===== src/rtl/debounce_sync_2ch_if.sv =====
// Raw inputs and conditioned outputs of the
// two-channel debounce front end.
interface debounce_sync_2ch_if;
  logic a_raw;
  logic b_raw;
  logic a_db;
  logic b_db;
  logic a_rise;
  logic a_fall;
  logic b_rise;
  logic b_fall;

  modport master (
    output a_raw,
    output b_raw,
    input  a_db,
    input  b_db,
    input  a_rise,
    input  a_fall,
    input  b_rise,
    input  b_fall
  );

  modport slave (
    input  a_raw,
    input  b_raw,
    output a_db,
    output b_db,
    output a_rise,
    output a_fall,
    output b_rise,
    output b_fall
  );
endinterface


===== src/rtl/debounce_sync_2ch.sv =====
// Two independent sync + debounce channels feeding
// the OR gate inputs, with 1-cycle edge strobes.
module debounce_sync_ch #(
  parameter int CNT_W      = 16,
  parameter int STABLE_CNT = 50000
) (
  input  logic clk,
  input  logic rst,
  input  logic raw,
  output logic db,
  output logic rise,
  output logic fall
);
  localparam logic [CNT_W-1:0] LAST =
    CNT_W'(STABLE_CNT - 1);

  logic             s1;
  logic             s2;
  logic [CNT_W-1:0] cnt;
  logic             mis;
  logic             hit;

  // Two-flop synchroniser; only s2 is used downstream.
  always_ff @(posedge clk) begin
    if (rst) begin
      s1 <= 1'b0;
      s2 <= 1'b0;
    end else begin
      s1 <= raw;
      s2 <= s1;
    end
  end

  // Mismatch and terminal-count decode from registered state.
  always_comb begin
    mis = (s2 != db);
    hit = mis && (cnt == LAST);
  end

  // Stability counter, accepted level and edge strobes.
  always_ff @(posedge clk) begin
    if (rst) begin
      cnt  <= '0;
      db   <= 1'b0;
      rise <= 1'b0;
      fall <= 1'b0;
    end else begin
      rise <= 1'b0;
      fall <= 1'b0;
      unique case (1'b1)
        !mis: begin
          cnt <= '0;
        end
        hit: begin
          cnt  <= '0;
          db   <= s2;
          rise <= s2;
          fall <= ~s2;
        end
        default: begin
          cnt <= cnt + 1'b1;
        end
      endcase
    end
  end
endmodule

module debounce_sync_2ch #(
  parameter int CNT_W      = 16,
  parameter int STABLE_CNT = 50000
) (
  input logic          clk,
  input logic          rst,
  debounce_sync_2ch_if.slave io
);
  logic a_db;
  logic a_rise;
  logic a_fall;
  logic b_db;
  logic b_rise;
  logic b_fall;

  debounce_sync_ch #(
    .CNT_W      (CNT_W),
    .STABLE_CNT (STABLE_CNT)
  ) u_a (
    .clk  (clk),
    .rst  (rst),
    .raw  (io.a_raw),
    .db   (a_db),
    .rise (a_rise),
    .fall (a_fall)
  );

  debounce_sync_ch #(
    .CNT_W      (CNT_W),
    .STABLE_CNT (STABLE_CNT)
  ) u_b (
    .clk  (clk),
    .rst  (rst),
    .raw  (io.b_raw),
    .db   (b_db),
    .rise (b_rise),
    .fall (b_fall)
  );

  // Outputs are straight from flops; no input-to-output path.
  always_comb begin
    io.a_db   = a_db;
    io.a_rise = a_rise;
    io.a_fall = a_fall;
    io.b_db   = b_db;
    io.b_rise = b_rise;
    io.b_fall = b_fall;
  end
endmodule

===== src/flat_wrapper.sv =====
// flat-port wrapper written by rule: the top's interface ports become plain ports
module debounce_sync_2ch_flat 
#(
  parameter int CNT_W      = 16,
  parameter int STABLE_CNT = 50000
)
  (clk, rst, io_a_raw, io_b_raw, io_a_db, io_b_db, io_a_rise, io_a_fall, io_b_rise, io_b_fall);
  debounce_sync_2ch_if io_i ();
  input logic clk;
  input logic rst;
  input wire logic [$bits(io_i.a_raw)-1:0] io_a_raw;
  input wire logic [$bits(io_i.b_raw)-1:0] io_b_raw;
  output wire logic [$bits(io_i.a_db)-1:0] io_a_db;
  output wire logic [$bits(io_i.b_db)-1:0] io_b_db;
  output wire logic [$bits(io_i.a_rise)-1:0] io_a_rise;
  output wire logic [$bits(io_i.a_fall)-1:0] io_a_fall;
  output wire logic [$bits(io_i.b_rise)-1:0] io_b_rise;
  output wire logic [$bits(io_i.b_fall)-1:0] io_b_fall;
  assign io_i.a_raw = io_a_raw;
  assign io_i.b_raw = io_b_raw;
  assign io_a_db = io_i.a_db;
  assign io_b_db = io_i.b_db;
  assign io_a_rise = io_i.a_rise;
  assign io_a_fall = io_i.a_fall;
  assign io_b_rise = io_i.b_rise;
  assign io_b_fall = io_i.b_fall;
  debounce_sync_2ch #(.CNT_W(CNT_W), .STABLE_CNT(STABLE_CNT)) u_core (.clk(clk), .rst(rst), .io(io_i));
endmodule

===== config.mk =====
export PLATFORM = sky130hd
export DESIGN_NAME = debounce_sync_2ch_flat
export DESIGN_NICKNAME = d
export VERILOG_FILES = /design/src/rtl/debounce_sync_2ch_if.sv /design/src/rtl/debounce_sync_2ch.sv /design/src/flat_wrapper.sv
export SDC_FILE = /design/constraint.sdc
export NUM_CORES = 1
export LEC_CHECK = 0
export ABC_CLOCK_PERIOD_IN_PS = 1700
export CORE_MARGIN = 2
export CORE_UTILIZATION = 30
export DETAILED_ROUTE_END_ITERATION = 6
export HOLD_SLACK_MARGIN = 0.06
export SETUP_SLACK_MARGIN = 0.3
export SYNTH_ARGS = -nofsm -noshare
export SYNTH_HDL_FRONTEND = slang
export SYNTH_HIERARCHICAL = 1
export SYNTH_SLANG_ARGS = --single-unit

===== constraint.sdc =====
create_clock -name clk -period 1.7 [get_ports clk]
set_input_delay 0.34 -clock clk [delete_from_list [all_inputs] [get_ports clk]]
set_output_delay 0.34 -clock clk [all_outputs]
set_load 0.01 [all_outputs]

==> results.cfg <==
[sta]
tightest_slew_ns = 0.3659
slew_headroom = 0.7552
rsz0062_at_grt = true
setup_viol = 0
fmax_mhz = 711.2
fin_crit_sh = 0.8271
min_period_ns = 1.406
hold_viol_final = 0
finalWorstSetupSlack_ns = 0.2940
finalClockSkew_ns = 0.006224
slew_violations = 0
fin_setup_tns_ns = 0
hold_slack_ns = 0.4410

[power]
p_per_area_mw_per_mm2 = 792.2
ir_drop_mv = 0.6922
p_leak_nw = 0.7218

[layout]
antennaDiodeCount = 0
areaGrowthSynthToFinish_pct = 27.69
layout-drive-gt1-share = 0.2429
reg_top3 = u_core/u_a/cnt (16), u_core/u_b/cnt (16)
nFillCells = 557
regArea_um2 = 860.8
final-instance-count-excl-fill = 282
fin_nets = 215
final_area_mm2 = 0.002256
multiInputGateArea_mm2 = 0.001022

[floorplan]
initial_core_util = 0.3150
die_x_um = 80.74
row_count = 27
core_area_mm2 = 0.005608
num_io_pins = 10
die_h_um = 80.74
design.die.area_mm2 = 0.006519

[worst_setup_path]
reg2reg_to = u_core/u_b/cnt[14]$_SDFF_PP0_
rr_startpoint = u_core/u_b/cnt[1]$_SDFF_PP0_
cp_max_fo = 4
start_kind = flip-flop
worstSetupStartpoint = u_core/u_b/cnt[1]$_SDFF_PP0_
rr_worst_depth = 5
setup.worst_path.class = flip-flop to flip-flop
end_kind = flip-flop
worst-endpoint-arrival_ns = 1.58
cp.required_ns = 1.88
crit_chain = ha_4 > nand4_1 > nor4_2 > xnor2_1 > nor2_1
crit_slowest_cell = dfxtp_2
max_stage_delay_ns = 0.36
rrSetupSlack_ns = 0.29

[placement]
port_buffers = 9
placedCellCount = 264
placed_area_mm2 = 0.001929
dp_slack_ns = 0.1823
place_hpwl_um = 2080
gp_congestion = 0.7762

[clocking]
cts_tree = done
cts.sinks = 42
clk_latency_ns = 0.28
cts_hold_buf = 0
clk_pin_slew_ns = 0.08
root_buffer = clkbuf_8
cts_buffer_depth = 2
numCtsBuffers = 5
htree_num_levels = 2

[outcome]
status = complete, no violations

[grt]
grt_pass1_vias = 1233
grt_first_pass_wirelength_um = 5699
grt_overflow_total = 0
grt_util_all_layers = 0.1126
antenna_found_initial = 0
grt_max_degree = 16

[detailed_routing]
drcViolationCount = 0
drt-wirelength-per-cell_um = 12.02
firstDrtPassIters = 4
dr_total_vias = 1329
routed_wl_um = 3390
ant_nets = 0
routed_via_density = 4.713
drt_iter0_markers = 75

[yosys]
synthFlopType = dfxtp_1
synth_area_mm2 = 0.001767
ys_async_sr_fraction = 0
syn-mean-instance-area_um2 = 9.498
synthMostInstantiatedCell = dfxtp_1
synth_commonest_cells = dfxtp_1, nor2_1, xnor2_1
ys_warn_count = 6
ys_ff_latch = 42
synthTopCellsByArea = dfxtp_1, xnor2_1, nor2_1
seq_area_frac_synth = 0.4759
synthesis.instances = 186
yosysTopAreaCellShare = 0.4759
synth_area_leader_cell = dfxtp_1
synth_edf_count = 0
syn_nets = 192
yosys.cell_types.count = 22

[hold_path]
min_to = u_core/u_b/s2$_SDFF_PP0_
whs_path_depth = 1
hp-start = u_core/u_b/s1$_SDFF_PP0_
min_path_type = flip-flop to flip-flop

[run]
max-cap-violations = 0
## repair_timing
| item | in CTS | in global routing |
|---|---|---|
| gates cloned | 1 | 1 |
| buffers inserted | 3 | 5 |
| setup endpoints to repair | 36 | 36 |
| pin swaps | 7 | 14 |
| endpoints found under the hold margin | 0 | 0 |
| gates resized for setup | 23 | 19 |
## layout by cell type (no fill, tap or decap), types with 3 or more instances in the layout
master / count
dfxtp_1: 30
xnor2_1: 26
dfxtp_2: 10
nor4b_2: 3
clkdlybuf4s50_1: 3
xor2_1: 4
nor4_2: 7
and4bb_1: 4
nor2b_1: 4
nand2_1: 4
and3_1: 4
inv_1: 6
nand4_1: 10
dlygate4sd2_1: 6
buf_4: 8
nor3_1: 5
nor2_1: 39
clkbuf_8: 5
nand3_1: 8
## metal layers
| layer | vias up | GRT usage | routed length (µm) |
|---|---|---|---|
| met5 | - | 0 | 0 |
| met4 | 0 | 0.04576 | 55 |
| met3 | 5 | 0.03111 | 81 |
| met2 | 11 | 0.1758 | 1545 |
| met1 | 630 | 0.1470 | 1708 |
| li1 | 683 | - | - |
## how the worst max path moves through the flow
stage,endpoint,slack (ns),cells after the start
6_report,u_core/u_b/cnt[14]$_SDFF_PP0_,0.29,5
5_1_grt,u_core/u_b/cnt[14]$_SDFF_PP0_,0.22,5
4_1_cts,u_core/u_a/cnt[11]$_SDFF_PP0_,0.30,4
3_5_place_dp,u_core/u_a/cnt[14]$_SDFF_PP0_,0.18,5
3_3_place_gp,u_core/u_b/cnt[14]$_SDFF_PP0_,0.18,5
2_1_floorplan,u_core/u_a/cnt[11]$_SDFF_PP0_,0.34,6
## cells by family (layout without fill, tap and decap cells)
family | count (synthesis) | count (layout) | synth area share
simple gates | 100 | 102 | 0.3229
flops | 42 | 42 | 0.4759
xor+xnor | 30 | 30 | 0.1487
buf+inv | 10 | 32 | 0.02691
fa+ha+maj | 2 | 2 | 0.01416
mux | 2 | 2 | 0.01133
## through the flow
step	power [mW]	util
global placement	1.042	0.3440
floorplan	1.027	-
finish	1.787	0.4023
CTS	1.806	0.3804
detailed placement	1.042	0.3440
global route	1.876	0.4023
## cell type report
| cell class | instances | area share |
|---|---|---|
| Clock inverter | 1 | 0.01331 |
| Tap cell | 72 | 0.03993 |
| Sequential cell | 42 | 0.3816 |
| Clock buffer | 7 | 0.03383 |
| Inverter | 6 | 0.009983 |
| Multi-Input combinational cell | 136 | 0.4531 |
| Timing Repair Buffer | 18 | 0.06822 |
## critical path, delay by kind of cell, from the launching register on
kind | cells | cell delay [ns]
xor gates and xnor gates | 1 | 0.16
DFF | 1 | 0.36
adders and majority gates | 1 | 0.15
and+or+nand+nor | 3 | 0.63
## where the power goes
part	internal [mW]	switching [mW]
sequential	0.986	0.00479
combinational	0.0163	0.0159
clock	0.440	0.325
total	1.44	0.345
No activity file was read; power rests on OpenSTA's default activity.
